File: src/rtl/seq_pattern_gen.sv
// Serial bit-pattern transmitter: sends a latched pattern MSB-first, repeated R times with G filler bits between frames.
// Define SEQ_GEN_PRBS_EN to fill the gaps from a 7-bit LFSR (x^7+x^6+1) instead of zeros.
module seq_pattern_gen #(
    parameter int PATTERN_W = 4,
    parameter int RPT_W     = 4,
    parameter int GAP_W     = 3
) (
    input  logic                 clk,
    input  logic                 rst,
    input  logic                 start,
    input  logic                 enable,
    input  logic [PATTERN_W-1:0] pattern,
    input  logic [RPT_W-1:0]     repeat_cnt,
    input  logic [GAP_W-1:0]     gap_len,
    output logic                 x,
    output logic                 x_valid,
    output logic                 frame_start,
    output logic                 busy,
    output logic                 done
);

    localparam int IDX_W = $clog2(PATTERN_W);
    localparam logic [IDX_W-1:0] IDX_MSB = IDX_W'(PATTERN_W - 1);

    typedef enum logic [1:0] {IDLE, SHIFT, GAP, DONE} state_t;

    state_t               state, state_nxt;
    logic [PATTERN_W-1:0] pat_q, pat_nxt;
    logic [GAP_W-1:0]     gap_q, gap_nxt;
    logic [RPT_W-1:0]     frm_q, frm_nxt;    // frames still to send after the current one
    logic [IDX_W-1:0]     idx_q, idx_nxt;    // index of the pattern bit currently on the line
    logic [GAP_W-1:0]     gcnt_q, gcnt_nxt;  // gap bits still to send after the current one
    logic                 step;
    logic                 gap_bit;
    logic                 x_nxt, xv_nxt, fs_nxt, busy_nxt, done_nxt;

`ifdef SEQ_GEN_PRBS_EN
    logic [6:0] lfsr_q;
    logic       lfsr_step;

    assign lfsr_step = step && (state_nxt == GAP);
    assign gap_bit   = lfsr_q[6];

    // Free-running across bursts; only rst reseeds it.
    always_ff @(posedge clk or posedge rst) begin
        if (rst)
            lfsr_q <= 7'h7F;
        else if (lfsr_step)
            lfsr_q <= {lfsr_q[5:0], lfsr_q[6] ^ lfsr_q[5]};
    end
`else
    assign gap_bit = 1'b0;
`endif

    always_ff @(posedge clk or posedge rst) begin
        if (rst) begin
            state  <= IDLE;
            pat_q  <= '0;
            gap_q  <= '0;
            frm_q  <= '0;
            idx_q  <= '0;
            gcnt_q <= '0;
        end else begin
            state  <= state_nxt;
            pat_q  <= pat_nxt;
            gap_q  <= gap_nxt;
            frm_q  <= frm_nxt;
            idx_q  <= idx_nxt;
            gcnt_q <= gcnt_nxt;
        end
    end

    always_comb begin
        state_nxt = state;
        pat_nxt   = pat_q;
        gap_nxt   = gap_q;
        frm_nxt   = frm_q;
        idx_nxt   = idx_q;
        gcnt_nxt  = gcnt_q;
        case (state)
            IDLE, DONE: begin
                state_nxt = IDLE;
                if (start) begin
                    pat_nxt   = pattern;
                    gap_nxt   = gap_len;
                    frm_nxt   = repeat_cnt - RPT_W'(1);
                    idx_nxt   = IDX_MSB;
                    state_nxt = (repeat_cnt != '0) ? SHIFT : DONE;
                end
            end
            SHIFT: if (enable) begin
                if (idx_q != '0) begin
                    idx_nxt = idx_q - IDX_W'(1);
                end else if (frm_q == '0) begin
                    state_nxt = DONE;
                end else begin
                    frm_nxt = frm_q - RPT_W'(1);
                    if (gap_q != '0) begin
                        state_nxt = GAP;
                        gcnt_nxt  = gap_q - GAP_W'(1);
                    end else begin
                        idx_nxt = IDX_MSB;
                    end
                end
            end
            GAP: if (enable) begin
                if (gcnt_q != '0) begin
                    gcnt_nxt = gcnt_q - GAP_W'(1);
                end else begin
                    state_nxt = SHIFT;
                    idx_nxt   = IDX_MSB;
                end
            end
            default: state_nxt = IDLE;
        endcase
    end

    // Outputs are computed from the next state and registered; a frozen cycle holds x.
    assign step = (state == IDLE || state == DONE) ? 1'b1 : enable;

    always_comb begin
        x_nxt    = 1'b0;
        xv_nxt   = 1'b0;
        fs_nxt   = 1'b0;
        busy_nxt = (state_nxt == SHIFT) || (state_nxt == GAP);
        done_nxt = (state_nxt == DONE);
        case (state_nxt)
            SHIFT: begin
                if (step) begin
                    x_nxt  = pat_nxt[idx_nxt];
                    xv_nxt = 1'b1;
                    fs_nxt = (idx_nxt == IDX_MSB);
                end else begin
                    x_nxt = x;
                end
            end
            GAP: begin
                if (step) begin
                    x_nxt  = gap_bit;
                    xv_nxt = 1'b1;
                end else begin
                    x_nxt = x;
                end
            end
            default: ;
        endcase
    end

    always_ff @(posedge clk or posedge rst) begin
        if (rst) begin
            x           <= 1'b0;
            x_valid     <= 1'b0;
            frame_start <= 1'b0;
            busy        <= 1'b0;
            done        <= 1'b0;
        end else begin
            x           <= x_nxt;
            x_valid     <= xv_nxt;
            frame_start <= fs_nxt;
            busy        <= busy_nxt;
            done        <= done_nxt;
        end
    end

endmodule

File: config.mk
export PLATFORM = sky130hd
export DESIGN_NAME = seq_pattern_gen
export DESIGN_NICKNAME = d
export VERILOG_FILES = /design/src/rtl/seq_pattern_gen.sv
export SDC_FILE = /design/constraint.sdc
export NUM_CORES = 1
export LEC_CHECK = 0
export CAP_MARGIN = 25
export CORE_MARGIN = 8
export CORE_UTILIZATION = 53
export DETAILED_ROUTE_END_ITERATION = 8
export PLACE_DENSITY = 0.9
export SYNTH_ARGS = -nofsm -noshare
export SYNTH_HDL_FRONTEND = slang
export SYNTH_SLANG_ARGS = --single-unit
File: constraint.sdc
create_clock -name clk -period 2.8 [get_ports clk]
set_clock_uncertainty 0.05 [all_clocks]
set_input_delay 0.42 -clock clk [delete_from_list [all_inputs] [get_ports clk]]
set_output_delay 0.42 -clock clk [all_outputs]
set_load 0.1 [all_outputs]
==> flow_summary.ini <==
[run_status]
status = finished clean

[synth]
ys_seq_area_frac = 0.412
syn_inst = 132
synth_edf_count = 0
avgSynthCellArea_um2 = 10.6
yosys.area.top_type_share = 0.412
yosysTopAreaCell = dfrtp_1
async_flop_share = 1.00
synthesis.area_um2 = 1400
yosys-top-cells-area = dfrtp_1, mux2_2, ha_1, mux2i_1, o21ai_0
synth.distinct_cells = 42
ys_ff_latch = 23
synth_nets = 154
ys_warn_count = 0
synth_flop_cell = dfrtp_1

[detailed_routing]
wire_per_inst_um = 17.1
drc = 0
drt_iter0_markers = 56
final_antenna_net_count = 0
dr.pass1.iters = 4
wl_met1_mm = 1.43
met3_wirelength_um = 109
wl_met2_mm = 1.74
num_vias = 1147
routed_wl_mm = 3.33
dr.max_layer_used = met4
viasPerCell = 5.88

[layout]
final_core_util = 0.703
fin_area_um2 = 1740
final_cell_mix = dfrtp_1, buf_4, clkdlybuf4s50_1, mux2_2, inv_1
layout-drive-gt1-share = 0.297
n_fill_cell = 195
register_area_um2 = 576
final_nets = 188
syn_to_final_growth_pct = 24.7
antennaDiodeCount = 0
multi_input_area_um2 = 782
final_common_cell = dfrtp_1

[worst_setup_path]
cp_slowest_stage_delay_ns = 0.49
regToRegSetupSlack_ns = 0.13
required_ns = 3.02
crit_fanout = 7
reg2reg_to = x
endpoint_kind = flip-flop
cp-endpoint = x
crit_start = enable
crit_arrival_ns = 2.90
path_cells = clkdlybuf4s50_1, buf_4, nor3b_4, a22o_1, nand2_1, a31oi_2, ha_1, o21ai_0, or2_2, a31o_1, a211oi_2, a211o_1
cp-start-kind = input pin
crit_slowest_cell = clkdlybuf4s50_1
r2r-start = state[0]
critPathKind = input pin to flip-flop
reg2regPathDepth = 10

[clocking]
cts.reportedPaths.clkPinSlew_ns = 0.13
tritoncts = built
clock_path_buffers = 2
cts_buffers = 3
htree_levels = 1
worstSkewPairLatency_ns = 0.31
clock-sinks = 23
root_buffer = clkbuf_4

[sta]
clock.fmax_ghz = 0.372
fin_crit_ns = 2.69
finalCritPeriodShare = 0.960
relSlewSlack = 0.413
holdWs_ns = 0.465
final-hold-violation-count = 0
finalSetupViolCount = 0
drv_slew = 0
worstMarginPinSlew_ns = 0.879
fin_setup_tns_ns = 0

[placement]
hpwlAfterDp_mm = 2.66
routabilityCongestion = 0.855
port_buffers = 19
postPlaceCellArea_um2 = 1700

[power_and_ir_drop]
power_per_cell_area_nw_per_um2 = 1230
total_leakage_power_nw = 0.766
peakVddDrop_mv = 0.897

[die]
core_um2 = 2480
io_pins = 20
initial_core_util = 0.564
dieArea_um2 = 4530
rows = 18
die_width_um = 67.3
dieHeight_um = 67.3

[global_route]
antenna_found_initial = 0
grt_overflow = 0
grt_pass1_wl_mm = 5.51
grt_usage = 0.155
first_global_vias = 1218
grt_max_degree = 24

[worst_hold_path]
hp-class = flip-flop to flip-flop

[job]
maxCapViolCount = 0
[routing by layer]
| metal | vias to the layer above | GRT usage |
|---|---|---|
| met1 | 557 | 0.179 |
| met2 | 25 | 0.287 |
| met4 | 0 | 0.0496 |
| met5 | - | 0 |
| met3 | 8 | 0.0232 |
| li1 | 557 | - |
[how the worst min path moves through the flow]
| stage | from | endpoint | slack, ns | cells after the start |
|---|---|---|---|---|
| finish | pat_q[1] | pat_q[1] | 0.47 | 1 |
| global route | pat_q[1] | pat_q[1] | 0.48 | 1 |
| CTS | pat_q[1] | pat_q[1] | 0.47 | 1 |
| detailed placement | pat_q[1] | pat_q[1] | 0.44 | 1 |
| global placement | pat_q[1] | pat_q[1] | 0.42 | 1 |
| floorplan | rst | busy | 0.37 | 1 |
[layout make-up]
class / count / share of cell area
Clock buffer: 4 / 0.0151
Multi-Input combinational cell: 96 / 0.449
Timing Repair Buffer: 34 / 0.167
Inverter: 8 / 0.0172
Tap cell: 30 / 0.0216
Sequential cell: 23 / 0.330
[metrics by stage]
step	power (mW)	instances	setup WS [ns]
after detailed placement	1.96	190	-0.265
after CTS	2.11	194	0.0716
after floorplan	1.58	132	0.322
final	2.15	195	0.112
after global routing	2.30	195	-0.0108
after global placement	1.87	190	-0.116
[critical path, delay by kind of cell]
| family | cells | cell delay [ns] |
|---|---|---|
| AND/OR/NAND/NOR | 3 | 0.62 |
| buffers and inverters | 2 | 0.65 |
| AO/OA/AOI/OAI | 6 | 1.03 |
| adder cells (fa/ha/maj) | 1 | 0.19 |
[repair_timing]
item | 4_1_cts | 5_1_grt
setup endpoints to repair | 0 | 1
buffers inserted | 0 | 1
hold buffers | 0 | 0
gates resized for setup | 0 | 3
[cells in the mapped netlist (3+ instances only)]
master and count:
or2_2 4, clkbuf_1 3, nand2b_1 3, nor2_1 7, a21oi_1 6, o21ai_0 7, dfrtp_1 23, ha_1 7
nand2_1 4, mux2_2 9, a31oi_1 4, inv_1 8, mux2i_1 7
[registers in the layout, indices dropped and copies added, names as in the netlist]
signal and count:
done 1, x 1, x_valid 1, frm_q 4, state 2, frame_start 1, gcnt_q 3, pat_q 4
idx_q 2, gap_q 3, busy 1
[power by group]
group          switching (mW)  internal [mW]  total [mW]
sequential              0.144          0.492       0.636
clock                   0.101         0.0557       0.157
combinational           0.743          0.612        1.35
total                   0.989           1.16        2.15
[kinds of logic after synthesis]
logic type               share of synthesized area
adder cells (fa/ha/maj)                     0.0627
multiplexers                                 0.123
AND/OR/NAND/NOR                              0.171
buffers and inverters                       0.0367
AO/OA/AOI/OAI                                0.194
flip-flops                                   0.412
(Power assumes the default switching activity.)
